$ cat config.mk
export PLATFORM = sky130hd
export DESIGN_NAME = tone_sequencer
export DESIGN_NICKNAME = d
export VERILOG_FILES = /design/src/rtl/tone_sequencer.sv
export SDC_FILE = /design/constraint.sdc
export NUM_CORES = 1
export LEC_CHECK = 0
export CORE_MARGIN = 5
export CORE_UTILIZATION = 50
export CTS_CLUSTER_SIZE = 30
export DETAILED_ROUTE_END_ITERATION = 12
export DONT_BUFFER_PORTS = 1
export GPL_TIMING_DRIVEN = 0
export PLACE_DENSITY = 0.63
export SLEW_MARGIN = 40
export SYNTH_ARGS = -nofsm -noshare
export SYNTH_HDL_FRONTEND = slang
export SYNTH_SLANG_ARGS = --single-unit
$ cat constraint.sdc
create_clock -name clk -period 8.12 [get_ports clk]
set_input_delay 1.624 -clock clk [delete_from_list [all_inputs] [get_ports clk]]
set_output_delay 1.624 -clock clk [all_outputs]
set_load 0.03 [all_outputs]
$ cat src/rtl/tone_sequencer.sv
// Buffered square-wave note player: descriptors queue in a FIFO and play back-to-back.
// Optional macro TONE_GAP_EN inserts a silent GAP of GAP_TICKS ticks after every note.
module tone_sequencer #(
  parameter int CLK_HZ      = 100_000_000,
  parameter int TICK_CYCLES = 100_000,
  parameter int FIFO_DEPTH  = 8,
  parameter int PERIOD_BITS = 24,
  parameter int DUR_BITS    = 32,
  parameter int GAP_TICKS   = 20
) (
  input  logic                          clk,
  input  logic                          rst,
  input  logic                          in_valid,
  output logic                          in_ready,
  input  logic [2:0]                    octave,
  input  logic [2:0]                    note,
  input  logic [2:0]                    length,
  input  logic [7:0]                    full_note,
  input  logic                          flush,
  output logic                          buzzer,
  output logic                          busy,
  output logic                          note_done,
  output logic [$clog2(FIFO_DEPTH):0]   fifo_count
);
  localparam int AW = $clog2(FIFO_DEPTH);
  localparam int CW = AW + 1;

  localparam logic [1:0] S_IDLE = 2'd0;
  localparam logic [1:0] S_LOAD = 2'd1;
  localparam logic [1:0] S_PLAY = 2'd2;
`ifdef TONE_GAP_EN
  localparam logic [1:0] S_GAP  = 2'd3;
  localparam logic [DUR_BITS-1:0] GAP_LEN = DUR_BITS'(GAP_TICKS * TICK_CYCLES);
`endif

  if (FIFO_DEPTH < 2 || (FIFO_DEPTH & (FIFO_DEPTH - 1)) != 0 || GAP_TICKS < 0 ||
      64'd255 * 64'(TICK_CYCLES) > ((64'd1 << DUR_BITS) - 64'd1) ||
      64'(GAP_TICKS) * 64'(TICK_CYCLES) > ((64'd1 << DUR_BITS) - 64'd1)) begin : g_bad_cfg
    $error("tone_sequencer: invalid parameter set");
  end

  // Octave-4 half-periods scaled from the 100 MHz reference, folded at elaboration.
  function automatic logic [63:0] base_half(input logic [2:0] n);
    case (n)
      3'd0:    return (64'd191110 * 64'(CLK_HZ)) / 64'd100_000_000;
      3'd1:    return (64'd170265 * 64'(CLK_HZ)) / 64'd100_000_000;
      3'd2:    return (64'd151685 * 64'(CLK_HZ)) / 64'd100_000_000;
      3'd3:    return (64'd143172 * 64'(CLK_HZ)) / 64'd100_000_000;
      3'd4:    return (64'd127551 * 64'(CLK_HZ)) / 64'd100_000_000;
      3'd5:    return (64'd113636 * 64'(CLK_HZ)) / 64'd100_000_000;
      3'd6:    return (64'd101239 * 64'(CLK_HZ)) / 64'd100_000_000;
      default: return 64'd1;
    endcase
  endfunction

  function automatic logic [PERIOD_BITS-1:0] sat_half(input logic [63:0] v);
    if (v > ((64'd1 << PERIOD_BITS) - 64'd1)) return {PERIOD_BITS{1'b1}};
    else if (v == 64'd0)                       return PERIOD_BITS'(1);
    else                                        return v[PERIOD_BITS-1:0];
  endfunction

  logic [16:0]            mem [FIFO_DEPTH];
  logic [AW-1:0]          wr_ptr, rd_ptr;
  logic [CW-1:0]          count;
  logic [1:0]             state;
  logic [PERIOD_BITS-1:0] cur_half, phase_cnt, load_half;
  logic [DUR_BITS-1:0]    cur_dur, dur_cnt, load_dur;
  logic                   cur_rest;
  logic [16:0]            head;
  logic [63:0]            base, shifted;
  logic                   push, pop, dur_last;

  assign in_ready   = (count != CW'(FIFO_DEPTH));
  assign push       = in_valid && in_ready && !flush;
  assign pop        = (state == S_LOAD) && !flush;
  assign busy       = (state != S_IDLE) || (count != '0);
  assign fifo_count = count;
  assign head       = mem[rd_ptr];
  assign dur_last   = (cur_dur == '0) || (dur_cnt == cur_dur - DUR_BITS'(1));

  always_comb begin
    base    = base_half(head[13:11]);
    shifted = '0;
    if (head[16:14] < 3'd4) shifted = base << (3'd4 - head[16:14]);
    else                    shifted = base >> (head[16:14] - 3'd4);
    load_half = sat_half(shifted);
    load_dur  = (DUR_BITS'(head[7:0]) * DUR_BITS'(TICK_CYCLES)) >> head[10:8];
  end

  // Datapath storage: queue entries and the latched note, no reset needed.
  always_ff @(posedge clk) begin
    if (push) mem[wr_ptr] <= {octave, note, length, full_note};
    if (state == S_LOAD) begin
      cur_half <= load_half;
      cur_dur  <= load_dur;
      cur_rest <= (head[13:11] == 3'd7);
    end
  end

  always_ff @(posedge clk) begin
    if (rst || flush) begin
      state     <= S_IDLE;
      buzzer    <= 1'b0;
      note_done <= 1'b0;
      wr_ptr    <= '0;
      rd_ptr    <= '0;
      count     <= '0;
      phase_cnt <= '0;
      dur_cnt   <= '0;
    end else begin
      note_done <= 1'b0;
      if (push) wr_ptr <= wr_ptr + AW'(1);
      if (pop)  rd_ptr <= rd_ptr + AW'(1);
      if (push && !pop)      count <= count + CW'(1);
      else if (pop && !push) count <= count - CW'(1);

      case (state)
        S_IDLE: if (count != '0) state <= S_LOAD;
        S_LOAD: begin
          phase_cnt <= '0;
          dur_cnt   <= '0;
          buzzer    <= 1'b0;
          state     <= S_PLAY;
        end
        S_PLAY: begin
          if (dur_last) begin
            note_done <= 1'b1;
            buzzer    <= 1'b0;
            dur_cnt   <= '0;
`ifdef TONE_GAP_EN
            state     <= S_GAP;
`else
            state     <= (count != '0) ? S_LOAD : S_IDLE;
`endif
          end else begin
            dur_cnt <= dur_cnt + DUR_BITS'(1);
            if (phase_cnt == cur_half - PERIOD_BITS'(1)) begin
              phase_cnt <= '0;
              if (!cur_rest) buzzer <= ~buzzer;
            end else begin
              phase_cnt <= phase_cnt + PERIOD_BITS'(1);
            end
          end
        end
`ifdef TONE_GAP_EN
        S_GAP: begin
          if (GAP_LEN == '0 || dur_cnt == GAP_LEN - DUR_BITS'(1))
            state <= (count != '0) ? S_LOAD : S_IDLE;
          else
            dur_cnt <= dur_cnt + DUR_BITS'(1);
        end
`endif
        default: state <= S_IDLE;
      endcase
    end
  end
endmodule
==> results of run 1 <==
==> cell type report <==
cell class,count,area [um^2]
fillers,3016,14750
inverters,65,244.0
clock inverters,15,197.7
plain buffers,107,427.9
flip-flops and latches,259,7047
multi-input cells,1261,9175
repair buffers,13,180.2
diodes,1,2.502
well taps,448,560.5
clock buffers,37,775.7
==> stage by stage <==
stage               instance area, um^2  utilization, %  worst slack [ns]  power, mW
CTS                               18590           55.73            0.2109      3.863
finish                            18610           55.78            0.6657      3.853
detailed placement                17620           52.81            0.2305      2.521
global route                      18610           55.77            0.1336      4.046
floorplan                         16780               -             1.231      2.265
global placement                  17340           51.98          -0.09593      2.518
==> logic make-up after synthesis <==
group,count (synthesis)
compound gates,416
xor+xnor,114
fa+ha+maj,80
buf+inv,172
flops,259
mux,89
simple gates,562
==> flip-flops by register name, summed over array words and instances (netlist names), named ones only <==
register / cells
fifo_count: 4
cur_rest: 1
note_done: 1
wr_ptr: 3
mem: 136
cur_dur: 25
dur_cnt: 32
buzzer: 1
rd_ptr: 3
cur_half: 24
phase_cnt: 24
state: 2
==> path summary, 6_finish.rpt <==
check                                               start  cells after the start                        end
worst max register to register                  flip-flop                     22      cur_dur[18]$_DFFE_PP_
worst min-delay path            phase_cnt[9]$_SDFFE_PP0P_                      1  phase_cnt[9]$_SDFFE_PP0P_
worst max-delay path                            flip-flop                     22      cur_dur[18]$_DFFE_PP_
worst min register to register  phase_cnt[9]$_SDFFE_PP0P_                      1  phase_cnt[9]$_SDFFE_PP0P_
==> metal layers <==
| layer | up-vias | wire (um) | share of wire (%) | track usage, % |
|---|---|---|---|---|
| met5 | - | 0 | 0 | 0 |
| met4 | 0 | 1569 | 3.2 | 7.553 |
| met3 | 118 | 4482 | 9.1 | 5.305 |
| met2 | 594 | 21220 | 43 | 38.26 |
| met1 | 6690 | 21810 | 44 | 36.83 |
| li1 | 6495 | - | - | - |
==> cells in the mapped netlist, types with 9 or more instances <==
| library cell | n |
|---|---|
| nor2_1 | 144 |
| nor3_1 | 69 |
| o22ai_1 | 16 |
| o221ai_1 | 13 |
| edfxtp_1 | 186 |
| nand3_1 | 50 |
| xor2_1 | 51 |
| a21oi_1 | 90 |
| o21ai_0 | 103 |
| mux2i_1 | 35 |
| or3_1 | 18 |
| or4_1 | 12 |
| a31oi_1 | 16 |
| xnor2_1 | 62 |
| dfxtp_1 | 73 |
| ha_1 | 67 |
| nor4_1 | 23 |
| mux4_2 | 35 |
| mux2_2 | 19 |
| a22oi_1 | 9 |
| or2_2 | 11 |
| fa_1 | 13 |
| and2_1 | 13 |
| nand2b_1 | 13 |
| nand2_1 | 127 |
| inv_1 | 65 |
| o211ai_1 | 32 |
| buf_2 | 9 |
| and3_1 | 23 |
| nand4_1 | 21 |
| clkbuf_1 | 79 |
| a211oi_1 | 17 |
| buf_1 | 17 |
==> power by group <==
| part | switching, mW | leakage (nW) | internal [mW] |
|---|---|---|---|
| Combinational | 0.630 | 3.51 | 0.384 |
| Sequential | 0.0319 | 2.27 | 1.47 |
| Clock | 0.530 | 0.465 | 0.803 |
| Total | 1.19 | 6.25 | 2.66 |
==> summary.md, run 1 <==
| Metric | Value |
|---|---|
| Post-synth EDFFs | about 190 |
| Core Box Area | 0.03336 mm^2 |
| FF-to-FF setup slack | 0.67 ns |
| Async S/R FF share, synth | 0% |
| Post-Layout Cell Count | 2206 |
| Vias | 13897 |
| CTS max path bufs | 3 |
| Proportion of layout cells with a drive suffix above 1 | 10.13% |
| Post-route setup TNS | 0 ns |
| Worst vdd ir | 0.0002141 V |
| Clock Skews | around 0.03 ns |
| Yosys top cell by area | edfxtp_1 |
| # IOs | 29 |
| Area growth from synthesis to layout | 10.88% |
| DRC Markers | 0 |
| # setup viols final | 0 |
| Worst-Skew Late Latency | around 0.56 ns |
| # resized after CTS | 0 |
| Seq/Total Area, Yosys | about two fifths |
| Top-area cell type share of the netlist area | 33.28% |
| Synth area leaders | edfxtp_1 33%, dfxtp_1 8.7%, ha_1 5.0% |
| Compound-Gate Fraction of Synth Area | 16.87% |
| Commonest non-fill, non-tap cell in the layout | edfxtp_1 |
| Num rows | 67 |
| H-tree lvl count | 1 |
| Max Cap Viol | 0 |
| Fmax | about 130 MHz |
| Post-synthesis adder-cell area fraction | 6.545% |
| Setup Crit Path Kind | reg2reg |
| Placed cells | around 2200 |
| Final min period | ~7.5 ns |
| Chip width | 193.2 um |
| RSZ-0062 raised after global routing | no |
| Synth Area in XOR/XNOR | just over 6% |
| Data required time at the worst endpoint | 8.41 ns |
| Synth Register Bits | 259 |
| Hold Violations, Final | 0 |
| CP max stage delay | 0.62 ns |
| Synth Area in Simple Gates | roughly 17% |
| Crit-path cells | buf_2 > buf_1 > buf_1 > buf_1 > mux4_2 > mux2_2 > ha_1 > ha_1 > fa_1 > inv_1 > fa_1 > inv_1 > ha_1 > nor2b_1 > o21ai_0 > a211o_1 > nand2_1 > o21ai_0 > a311oi_1 > nor2_1 > a211oi_1 > o22ai_1 |
| Port bufs | 0 |
| # Post-CTS Setup Buffers | 0 |
| Family with the most delay on the worst path | buffers and inverters |
| Avg Vias per Cell | 6.300 |
| Synth Instances | around 1700 |
| Hold slack | 0.5205 ns |
| DIE HEIGHT | 193.2 um |
| Mapped Avg Cell Area | 9.919 um^2 |
| CP Buf/Inv Count | 6 |
| Cts hold-fix bufs | 0 |
| Mux contribution to synthesized area | 8.059% |
| Hpwl dp | between 30 and 40 mm |
| Starting Density | 50.30% |
| Slowest CP cell | buf_1 |
| Final WL | 49.09 mm |
| Clock root cell | clkbuf_16 |
| Antenna Violating Nets Remaining | 0 |
| Synth warn | 0 |
| GRT Residual Overflow | 0 |
| TritonRoute pass-1 iters | 8 |
| Max Transition Viols Final | 0 |
| All-Layer GR Usage | between 20% and 30% |
| Reg clk slew, reported paths | 0.06 ns |
| Final #Nets | 1836 |
| Largest family of logic cells by synthesized area | compound AO/OA/AOI/OAI gates |
| Crit end category | flip-flop |
| Status | completed |
| CTS Buf Count | 28 |
| Initial antenna violation count | 1 |
| Global-route wire length before repair | 76.38 mm |
| HP Class | reg2reg |
| # clock sinks | 259 |
| Main synth FF type | edfxtp_1 |
| DR iter-0 viols | 1667 |
| Placer Congestion | 1.000 |
| Largest net degree at the start of global routing | 27 |
| Period utilization | a little over 90% |
| Syn_nets | between 1500 and 2000 |
| Crit Path Max Fanout | 10 |
| DIE AREA | 0.03733 mm^2 |
| Pwr/cell area | 207.0 mW/mm^2 |
| Commonest non-fill, non-tap cells in the layout | 186 x edfxtp_1, 134 x nor2_1, 127 x nand2_1, 102 x o21ai_0, 90 x a21oi_1 |
| CTS tree | done |
| Synthesized cell area | 0.01678 mm^2 |
| Worst EP arrival | 7.74 ns |
| DR WL/cell | 22.25 um |
| Leak pwr | 6.252 nW |
| Netlist cell types | 89 |
| Measured slew at the worst slew-check pin | 0.9865 ns |
| Vias in the first global route | 13319 |
| Startpoint types | flip-flop |
| Worst rel slew slack | 33.99% |
(Power assumes the default switching activity.)
==> inputs of run 2 (changes only) <==
Settings changed: CORE_MARGIN 5 to 2, SLEW_MARGIN 40 to 25.
==> summary.md, run 2 (synthesis gave the netlist of run 1 again) <==
| Metric | Value |
|---|---|
| Hold Violations, Final | 0 (unchanged) |
| Vias in the first global route | 13178 (-1.1%) |
| TritonRoute pass-1 iters | 8 (unchanged) |
| DIE AREA | 0.03505 mm^2 (-6.1%) |
| Total Power | 3.795 mW (-1.5%) |
| Util after Layout | 55.25% (-0.53 points) |
| Worst rel slew slack | 26.36% (-7.6 points) |
| FF-to-FF setup slack | 0.57 ns (-0.09 ns) |
| Clock root cell | clkbuf_16 |
| Commonest non-fill, non-tap cell in the layout | edfxtp_1 |
| H-tree lvl count | 1 (unchanged) |
| Global-route wire length before repair | 75.58 mm (-1.0%) |
| # clock sinks | 259 (unchanged) |
| CTS max path bufs | 3 (unchanged) |
| Commonest non-fill, non-tap cells in the layout | 186 x edfxtp_1, 138 x nor2_1, 127 x nand2_1, 103 x o21ai_0, 90 x a21oi_1 |
| Max Transition Viols Final | 0 (unchanged) |
| Worst vdd ir | 0.0001731 V (-19%) |
| # Post-CTS Setup Buffers | 0 (unchanged) |
| Post-Layout Cell Count | 2197 (-0.41%) |
| Port bufs | 0 (unchanged) |
| Max Cap Viol | 0 (unchanged) |
| Leak pwr | 6.158 nW (-1.5%) |
| Hpwl dp | 35.13 mm (-1.9%) |
| Placer Congestion | 1.008 (+0.79%) |
| RSZ-0062 raised after global routing | no |
| Startpoint types | flip-flop |
| Starting Density | 50.43% (+0.13 points) |
| Status | completed |
| Vias | 13761 (-0.98%) |
| Setup Crit Path Kind | reg2reg |
| Pwr/cell area | 206.4 mW/mm^2 (-0.31%) |
| FF-to-FF path depth | 22 (unchanged) |
| CTS tree | done |
| Crit end category | flip-flop |
| Final #Nets | 1828 (-0.44%) |
| # fillers | 2975 (-1.4%) |
| CTS Buf Count | 28 (unchanged) |
| Placed cells | 2145 (-0.37%) |
| Clock Skews | 0.02920 ns (-0.0007648 ns) |
| Biggest register | mem |
| Hold depth | 2 (+1) |
| Largest regs | mem x136, dur_cnt x32, cur_dur x25 |
| Measured slew at the worst slew-check pin | 1.097 ns (+0.1101 ns) |
| Fmax | 132.5 MHz (-1.2%) |
| Proportion of layout cells with a drive suffix above 1 | 8.977% (-1.2 points) |
| Worst EP arrival | 7.83 ns (+0.09 ns) |
| # diodes | 0 (-1) |
| Worst hold start | dur_cnt[1]$_SDFFE_PP0P_ |
| Chip width | 187.2 um (-3.1%) |
| Slack of the critical path | 0.5738 ns (-0.09191 ns) |
| Reg clk slew, reported paths | 0.06 ns (about the same) |
| Crit Path Max Fanout | 10 (unchanged) |
| Core Box Area | 0.03328 mm^2 (-0.25%) |
| All-Layer GR Usage | 27.38% (+2.1 points) |
| DR iter-0 viols | 1351 (-19%) |
| Antenna Violating Nets Remaining | 0 (unchanged) |
| Avg Vias per Cell | 6.264 (-0.57%) |
| Data required time at the worst endpoint | 8.40 ns (about the same) |
| # IOs | 29 (unchanged) |
| Largest net degree at the start of global routing | 52 (+93%) |
| Max FFs per register | 136 (unchanged) |
| Final min period | 7.546 ns (+0.09191 ns) |
| Hold endpoint | dur_cnt[1]$_SDFFE_PP0P_ |
| Area growth from synthesis to layout | 9.557% |
| Period utilization | 92.93% (+1.1 points) |
| DRC Markers | 0 (unchanged) |
| DIE HEIGHT | 187.2 um (-3.1%) |
| HP Class | reg2reg |
| # setup viols final | 0 (unchanged) |
| Num rows | 67 (unchanged) |
| Setup WS pre-CTS | -0.1300 ns (-0.3605 ns) |
| Post-route setup TNS | 0 ns (unchanged) |
| DR WL/cell | 22.10 um (-0.69%) |
| Final WL | 48.55 mm (-1.1%) |
| GRT Residual Overflow | 0 (unchanged) |
| Worst-Skew Late Latency | 0.56 ns (about the same) |
| Initial antenna violation count | 0 (-1) |
| R2r endpoint | cur_dur[18]$_DFFE_PP_ |
run 2: cell types whose count changed in the layout (fill, tap and decap cells not counted), moves of 3 or more:
cell      previous run  this run
clkinv_1             0         5
buf_8                4         0
nor2_1             134       138
nor2_2               4         0
buf_16               3         0
buf_2               13        10
mux2i_1             32        35
mux2i_2              3         0
run 2: what timing repair did:
| action | in CTS | in global routing |
|---|---|---|
| endpoints found under the setup margin | 3 | 8 |
| hold buffers | 0 | 0 |
| gates resized for setup | 2 | 4 |
run 2: critical path: stages, from the launching register on:
cell and delay [ns]:
dfxtp_1 0.31, buf_2 0.28, buf_1 0.60, buf_1 0.53, buf_1 0.55, mux4_2 0.40
mux2_2 0.34, ha_1 0.36, ha_1 0.34, fa_1 0.51, inv_1 0.05, fa_1 0.53
inv_1 0.04, ha_1 0.32, nor2b_1 0.14, o21ai_0 0.10, a211o_1 0.32, nand2_1 0.11
o21ai_0 0.16, a311oi_1 0.62, nor2_1 0.15, a211oi_1 0.32, o22ai_1 0.16
run 2: report_power, final:
part           switching (mW)  internal (mW)
Sequential             0.0320           1.47
Combinational           0.628          0.381
Clock                   0.513          0.766
run 2: layer usage:
| metal | vias to the layer above | global-route usage [%] | wire length, um |
|---|---|---|---|
| li1 | 6484 | - | - |
| met1 | 6569 | 38.54 | 21690 |
| met2 | 578 | 41.78 | 20830 |
| met3 | 130 | 5.835 | 4051 |
| met4 | 0 | 9.982 | 1968 |
| met5 | - | 0 | 0 |
run 2: cell type report:
type / instances / area (um^2) / share of cell area, %
clock inverter: 16 / 161.4 / 0.8778
timing repair buffer: 5 / 37.54 / 0.2041
multi-input combinational: 1261 / 9136 / 49.69
tap: 448 / 560.5 / 3.048
clock buffer: 36 / 773.2 / 4.205
sequential: 259 / 7047 / 38.32
buffer: 107 / 427.9 / 2.327
inverter: 65 / 244.0 / 1.327
run 2: how the worst max path moves through the flow:
stage                             to       from  depth (start not counted)  slack (ns)
2_1_floorplan  cur_dur[18]$_DFFE_PP_  flip-flop                         22        1.23
3_3_place_gp   cur_dur[18]$_DFFE_PP_  flip-flop                         22       -0.18
3_5_place_dp   cur_dur[18]$_DFFE_PP_  flip-flop                         22       -0.13
4_1_cts        cur_dur[18]$_DFFE_PP_  flip-flop                         22        0.12
5_1_grt        cur_dur[18]$_DFFE_PP_  flip-flop                         22        0.02
6_report       cur_dur[18]$_DFFE_PP_  flip-flop                         22        0.57
run 2: through the flow:
stage	hold slack, ns	instance area, um^2
finish	0.5225	18390
CTS	0.5242	18390
detailed placement	0.5044	17450
global route	0.5311	18390
global placement	0.4862	17340
floorplan	0.4677	16780
